--- src/rtl/serial_add_ctrl_pkg.sv ---
// Shared definitions for the bit-serial add/subtract engine:
// FSM state encoding and the default operand width.
package serial_alu_pkg;

    localparam int DEF_WIDTH = 8;

    typedef enum logic [1:0] {
        IDLE = 2'd0,
        RUN  = 2'd1,
        DONE = 2'd2
    } state_t;

endpackage

--- src/rtl/serial_add_ctrl_if.sv ---
// Start/done handshake and operand/result bus between the sequencer
// (master) and the bit-serial engine (slave).
interface serial_add_ctrl_if #(
    parameter int WIDTH = serial_alu_pkg::DEF_WIDTH
);
    logic             start;
    logic             sub;
    logic [WIDTH-1:0] a;
    logic [WIDTH-1:0] b;
    logic             busy;
    logic             done;
    logic [WIDTH-1:0] sum;
    logic             cout;
    logic             ovf;

    modport master (
        output start, sub, a, b,
        input  busy, done, sum, cout, ovf
    );

    modport slave (
        input  start, sub, a, b,
        output busy, done, sum, cout, ovf
    );
endinterface

--- src/rtl/serial_add_ctrl_bit_full_adder.sv ---
// Single-bit full-adder cell, reused every cycle by the serial engine.
module bit_full_adder (
    input  logic a,
    input  logic b,
    input  logic ci,
    output logic s,
    output logic co
);
    assign s  = a ^ b ^ ci;
    assign co = (a & b) | (ci & (a ^ b));
endmodule

--- src/rtl/serial_add_ctrl.sv ---
// Bit-serial add/subtract: one full-adder cell iterated WIDTH cycles, LSB
// first, with a carry FF and operand/result shift registers around it.
module serial_add_ctrl
    import serial_alu_pkg::*;
#(
    parameter int WIDTH = DEF_WIDTH
) (
    input  logic            clk,
    input  logic            rst,
    serial_add_ctrl_if.slave bus
);
    localparam int CNT_W = $clog2(WIDTH) + 1;

    state_t           state, state_nx;
    logic [WIDTH-1:0] op_a, op_b, sum_q;
    // Only the upper WIDTH-1 result bits need storage; the last cell
    // output completes the word directly into sum_q.
    logic [WIDTH-2:0] res;
    logic [WIDTH-1:0] res_full;
    logic [CNT_W-1:0] cnt;
    logic             carry, c_msb, cout_q, ovf_q;
    logic             s, co, last;

    bit_full_adder u_fa (
        .a  (op_a[0]),
        .b  (op_b[0]),
        .ci (carry),
        .s  (s),
        .co (co)
    );

    assign last     = (cnt == CNT_W'(WIDTH - 1));
    assign res_full = {s, res};

    always_ff @(posedge clk) begin
        if (rst) state <= IDLE;
        else     state <= state_nx;
    end

    always_comb begin
        state_nx = state;
        case (state)
            IDLE, DONE: state_nx = bus.start ? RUN : IDLE;
            RUN:        if (last) state_nx = DONE;
            default:    state_nx = IDLE;
        endcase
    end

    always_ff @(posedge clk) begin
        if (rst) begin
            op_a   <= '0;
            op_b   <= '0;
            res    <= '0;
            cnt    <= '0;
            carry  <= 1'b0;
            c_msb  <= 1'b0;
            sum_q  <= '0;
            cout_q <= 1'b0;
            ovf_q  <= 1'b0;
        end else begin
            case (state)
                IDLE, DONE: begin
                    // Subtract as a + ~b + 1: invert B and seed the carry.
                    if (bus.start) begin
                        op_a  <= bus.a;
                        op_b  <= bus.sub ? ~bus.b : bus.b;
                        carry <= bus.sub;
                        cnt   <= '0;
                    end
                end
                RUN: begin
                    op_a  <= op_a >> 1;
                    op_b  <= op_b >> 1;
                    res   <= res_full[WIDTH-1:1];
                    carry <= co;
                    cnt   <= cnt + CNT_W'(1);
                    if (cnt == CNT_W'(WIDTH - 2)) c_msb <= co;
                    if (last) begin
                        sum_q  <= res_full;
                        cout_q <= co;
                        ovf_q  <= c_msb ^ co;
                    end
                end
                default: ;
            endcase
        end
    end

    assign bus.busy = (state == RUN);
    assign bus.done = (state == DONE);
    assign bus.sum  = sum_q;
    assign bus.cout = cout_q;
    assign bus.ovf  = ovf_q;

endmodule

--- src/flat_wrapper.sv ---
// flat-port wrapper written by rule: the top's interface ports become plain ports
module serial_add_ctrl_flat import serial_alu_pkg::*;
#(
    parameter int WIDTH = DEF_WIDTH
)
  (clk, rst, bus_start, bus_sub, bus_a, bus_b, bus_busy, bus_done, bus_sum, bus_cout, bus_ovf);
  serial_add_ctrl_if #(.WIDTH(WIDTH)) bus_i ();
  input  logic clk;
  input  logic rst;
  input wire logic [$bits(bus_i.start)-1:0] bus_start;
  input wire logic [$bits(bus_i.sub)-1:0] bus_sub;
  input wire logic [$bits(bus_i.a)-1:0] bus_a;
  input wire logic [$bits(bus_i.b)-1:0] bus_b;
  output wire logic [$bits(bus_i.busy)-1:0] bus_busy;
  output wire logic [$bits(bus_i.done)-1:0] bus_done;
  output wire logic [$bits(bus_i.sum)-1:0] bus_sum;
  output wire logic [$bits(bus_i.cout)-1:0] bus_cout;
  output wire logic [$bits(bus_i.ovf)-1:0] bus_ovf;
  assign bus_i.start = bus_start;
  assign bus_i.sub = bus_sub;
  assign bus_i.a = bus_a;
  assign bus_i.b = bus_b;
  assign bus_busy = bus_i.busy;
  assign bus_done = bus_i.done;
  assign bus_sum = bus_i.sum;
  assign bus_cout = bus_i.cout;
  assign bus_ovf = bus_i.ovf;
  serial_add_ctrl #(.WIDTH(WIDTH)) u_core (.clk(clk), .rst(rst), .bus(bus_i));
endmodule
--- config.mk ---
export PLATFORM = sky130hd
export DESIGN_NAME = serial_add_ctrl_flat
export DESIGN_NICKNAME = d
export VERILOG_FILES = /design/src/rtl/serial_add_ctrl_pkg.sv /design/src/rtl/serial_add_ctrl_if.sv /design/src/rtl/serial_add_ctrl_bit_full_adder.sv /design/src/rtl/serial_add_ctrl.sv /design/src/flat_wrapper.sv
export SDC_FILE = /design/constraint.sdc
export NUM_CORES = 1
export LEC_CHECK = 0
export ABC_AREA = 1
export CAP_MARGIN = 10
export CORE_MARGIN = 2
export CORE_UTILIZATION = 52
export DETAILED_ROUTE_END_ITERATION = 10
export PLACE_DENSITY = 0.88
export SYNTH_ARGS = -nofsm -noshare
export SYNTH_HDL_FRONTEND = slang
export SYNTH_SLANG_ARGS = --single-unit
--- constraint.sdc ---
create_clock -name clk -period 1.67 [get_ports clk]
set_input_delay 0.4175 -clock clk [delete_from_list [all_inputs] [get_ports clk]]
set_output_delay 0.4175 -clock clk [all_outputs]
set_load 0.03 [all_outputs]
==> impl_metrics.csv <==
group,metric,value,unit
placement,cell_total_after_placement,341,
yosys,synthesis.area,1939,um2
yosys,postSynthAreaPerCell,7.374,um2
timing,timing_max_transition_violations_final,0,
clock_network,post_cts_hold_buffer_count,0,
critical_path,crit_required,1.25,ns
floorplanning,initial_core_util,53.37,%
detailed_routing,route.antenna.remaining_nets,0,
hold_path,hold_class,"reg2reg",
critical_path,reg2reg_slack,0.27,ns
global_routing,global_route.overflow_total,0,
timing,max-slew-margin-rel,79.96,%
critical_path,rr_startpoint,"u_core.cnt[0]",
timing,final.setup_skew,0.007180,ns
floorplanning,die_height,65.07,um
global_routing,overall_track_demand_over_capacity_in_global_routing,19.23,%
run_status,status,"complete, no violations",
finish,area.sequential,820.8,um2
global_routing,first_global_vias,1534,
flow_run,cap_violations,0,
clock_network,sinks_on_the_clock_net,41,
critical_path,timing.critical_path.to_type,"primary output",
timing,timing_hold_violations_final,0,
critical_path,path_max_fanout,4,
timing,fin_tns_setup,0,ns
timing,finalSetupViolations,0,
timing,unrepaired_setup_endpoints_after_global_routing,"false",
floorplanning,core_region_area,3633,um2
yosys,syn_nets,286,
finish,filler_cell_count,336,
global_routing,antenna_found_initial,0,
timing,worst-slew-pin-transition,0.3018,ns
yosys,syn_inst,263,
detailed_routing,wire_per_inst,10.13,um
critical_path,start_kind,"flop",
yosys,ys_seq_elements,41,
clock_network,cts_made_buffers,5,
finish,diodes,0,
critical_path,reg2regPathDepth,5,
floorplanning,die_width,65.07,um
placement,gp_routability_congestion,0.8071,
floorplanning,number_of_top_level_design_ports,32,
power,pleak,1.096,nW
finish,multi_input_comb_area,895.9,um2
placement,dpl.hpwl,2602,um
global_routing,grt_pass1_wl,6368,um
floorplanning,die-area,4234,um2
hold_path,hold_end,"u_core.res[2]",
placement,place.port_buffers,31,
power,max-vdd-ir-drop,569.2,uV
detailed_routing,drt_iter0_drc,89,
finish,finish.net_count,324,
clock_network,cts_buffer_depth,2,
critical_path,worst-setup-path-type,"reg2out",
floorplanning,num_rows,22,
finish,fraction_of_final_layout_cells_with_drive_strength_greater_than_1,15.95,%
detailed_routing,drt_drc_violations_left,0,
power,power_density,845.6,nW/um2
clock_network,tritoncts,"done",
detailed_routing,wl,3537,um
detailed_routing,post_drt_via_cell_ratio,4.794,
timing,post-route-period-util,92.33,%
detailed_routing,dr_total_vias,1673,
yosys,ys_warn_count,0,
clock_network,clock_root_cell,"clkbuf_8",
finish,flow.area_growth_from_synthesis,23.10,%
hold_path,worstHoldStart,"u_core.res[2]",
global_routing,pin_count_of_the_biggest_net_entering_global_routing,25,
hold_path,holdPathStages,2,
clock_network,clk_pin_slew,0.07,ns
critical_path,critical_path_arrival,1.12,ns
yosys,ys_seq_area_share,42.32,%
critical_path,r2r_path_end,"u_core.bus.sum[2]",
detailed_routing,drt_pass1_iterations,4,
yosys,synth.lib_cells_used.distinct,26,
timing,min_period,1.542,ns
clock_network,cts-htree-levels,2,
clock_network,insertion_delay,0.29,ns
timing,fmaxAchievable,648.5,MHz
finish,final-instance-count-excl-fill,349,
synth_stat cells:
library cell / n / area (um2)
o21ai_0: 17 / 85.08
inv_1: 35 / 131.4
a21oi_1: 11 / 55.05
nand3_1: 30 / 150.1
nand2_2: 10 / 62.56
xor2_1: 1 / 8.760
buf_6: 2 / 22.52
buf_4: 1 / 7.510
nand2_1: 69 / 259.0
a21oi_2: 10 / 87.58
nor2_1: 14 / 52.55
clkbuf_1: 1 / 3.750
buf_12: 1 / 20.02
inv_2: 1 / 3.750
xnor2_1: 1 / 8.760
clkinv_1: 1 / 3.750
nor2_2: 1 / 6.260
fa_1: 1 / 20.02
dfxtp_1: 41 / 820.8
nand2_4: 3 / 33.78
clkinv_2: 1 / 5.000
a211oi_2: 1 / 12.51
nor2_4: 2 / 22.52
or2_2: 1 / 6.260
buf_2: 5 / 25.02
ha_1: 2 / 25.02
cells by family after synthesis:
group | count (synthesis) | share of synthesized area [%]
XOR/XNOR | 2 | 0.9034
flip-flops | 41 | 42.32
adder cells (fa/ha/maj) | 3 | 2.322
buffers and inverters | 48 | 11.48
AND/OR/NAND/NOR | 130 | 30.58
AO/OA/AOI/OAI | 39 | 12.39
worst max path at each step:
stage	to	slack, ns	start	cells after the start
after CTS	bus_busy	0.11	u_core.state[0]	3
after detailed placement	u_core.carry	0.02	bus_start	8
after global routing	bus_busy	0.06	u_core.state[0]	3
after floorplan	bus_done	0.40	u_core.state[1]	2
after global placement	u_core.carry	0.07	bus_start	8
final	bus_busy	0.13	u_core.state[0]	3
stage by stage:
stage | worst slack [ns] | power, mW | hold WS, ns | util (%) | cell area, um2
finish | 0.1280 | 2.019 | 0.4641 | 65.70 | 2387
global route | 0.06220 | 2.118 | 0.4924 | 65.70 | 2387
CTS | 0.1119 | 2.033 | 0.4654 | 65.70 | 2387
detailed placement | 0.01943 | 1.394 | 0.4538 | 63.46 | 2306
global placement | 0.06576 | 1.384 | 0.4507 | 63.46 | 2306
floorplan | 0.4014 | 1.297 | 0.4354 | - | 1939
what timing repair did:
item	4_1_cts	5_1_grt
hold endpoints to repair	0	0
gates resized for setup	10	0
setup buffers	1	0
setup endpoints to repair	11	0
where the power goes:
group | internal [mW] | switching (mW) | leakage, nW | total [mW]
sequential | 1.03 | 0.0317 | 0.335 | 1.06
combinational | 0.141 | 0.173 | 0.717 | 0.314
clock | 0.328 | 0.317 | 0.0443 | 0.645
total | 1.50 | 0.522 | 1.10 | 2.02
state kept, by name (all words and copies together), names as in the netlist:
register         flops
u_core.bus.cout      1
u_core.op_b          8
u_core.res           7
u_core.state         2
u_core.c_msb         1
u_core.cnt           4
u_core.carry         1
u_core.bus.sum       8
u_core.op_a          8
u_core.bus.ovf       1
area by class of cell:
type                       instances  area share (%)
clock buffer                       7           3.616
timing repair buffer              41           15.93
sequential                        41           34.38
tap                               48           2.516
inverter                          38           6.027
multi-input combinational        174           37.53
metal layers:
metal,share of wire [%],vias to the layer above,global-route usage (%)
met5,0,-,0
met4,1.2,0,5.469
met3,3.9,6,5.729
met2,48,29,33.25
met1,47,747,23.10
li1,-,891,-
critical path, stage by stage, from the launching register on:
cell,delay (ns)
dfxtp_1,0.44
inv_2,0.10
nor2_4,0.12
buf_4,0.16
layout by cell type, fill, tap and decap left out:
| master | instances |
|---|---|
| nor2_4 | 2 |
| inv_1 | 35 |
| nor2_1 | 14 |
| or2_2 | 1 |
| nand2_4 | 3 |
| buf_4 | 11 |
| a21oi_1 | 11 |
| nor2_2 | 1 |
| fa_1 | 1 |
| a21oi_2 | 10 |
| xor2_1 | 1 |
| buf_12 | 1 |
| clkinv_2 | 1 |
| nand3_1 | 30 |
| nand2_2 | 10 |
| dlygate4sd2_1 | 10 |
| o21ai_0 | 17 |
| ha_1 | 2 |
| clkbuf_8 | 6 |
| xnor2_1 | 1 |
| nand2_1 | 69 |
| inv_2 | 1 |
| clkbuf_1 | 1 |
| a211oi_2 | 1 |
| clkdlybuf4s50_1 | 19 |
| dfxtp_1 | 41 |
| clkinv_1 | 1 |
No activity file was read; power rests on OpenSTA's default activity.
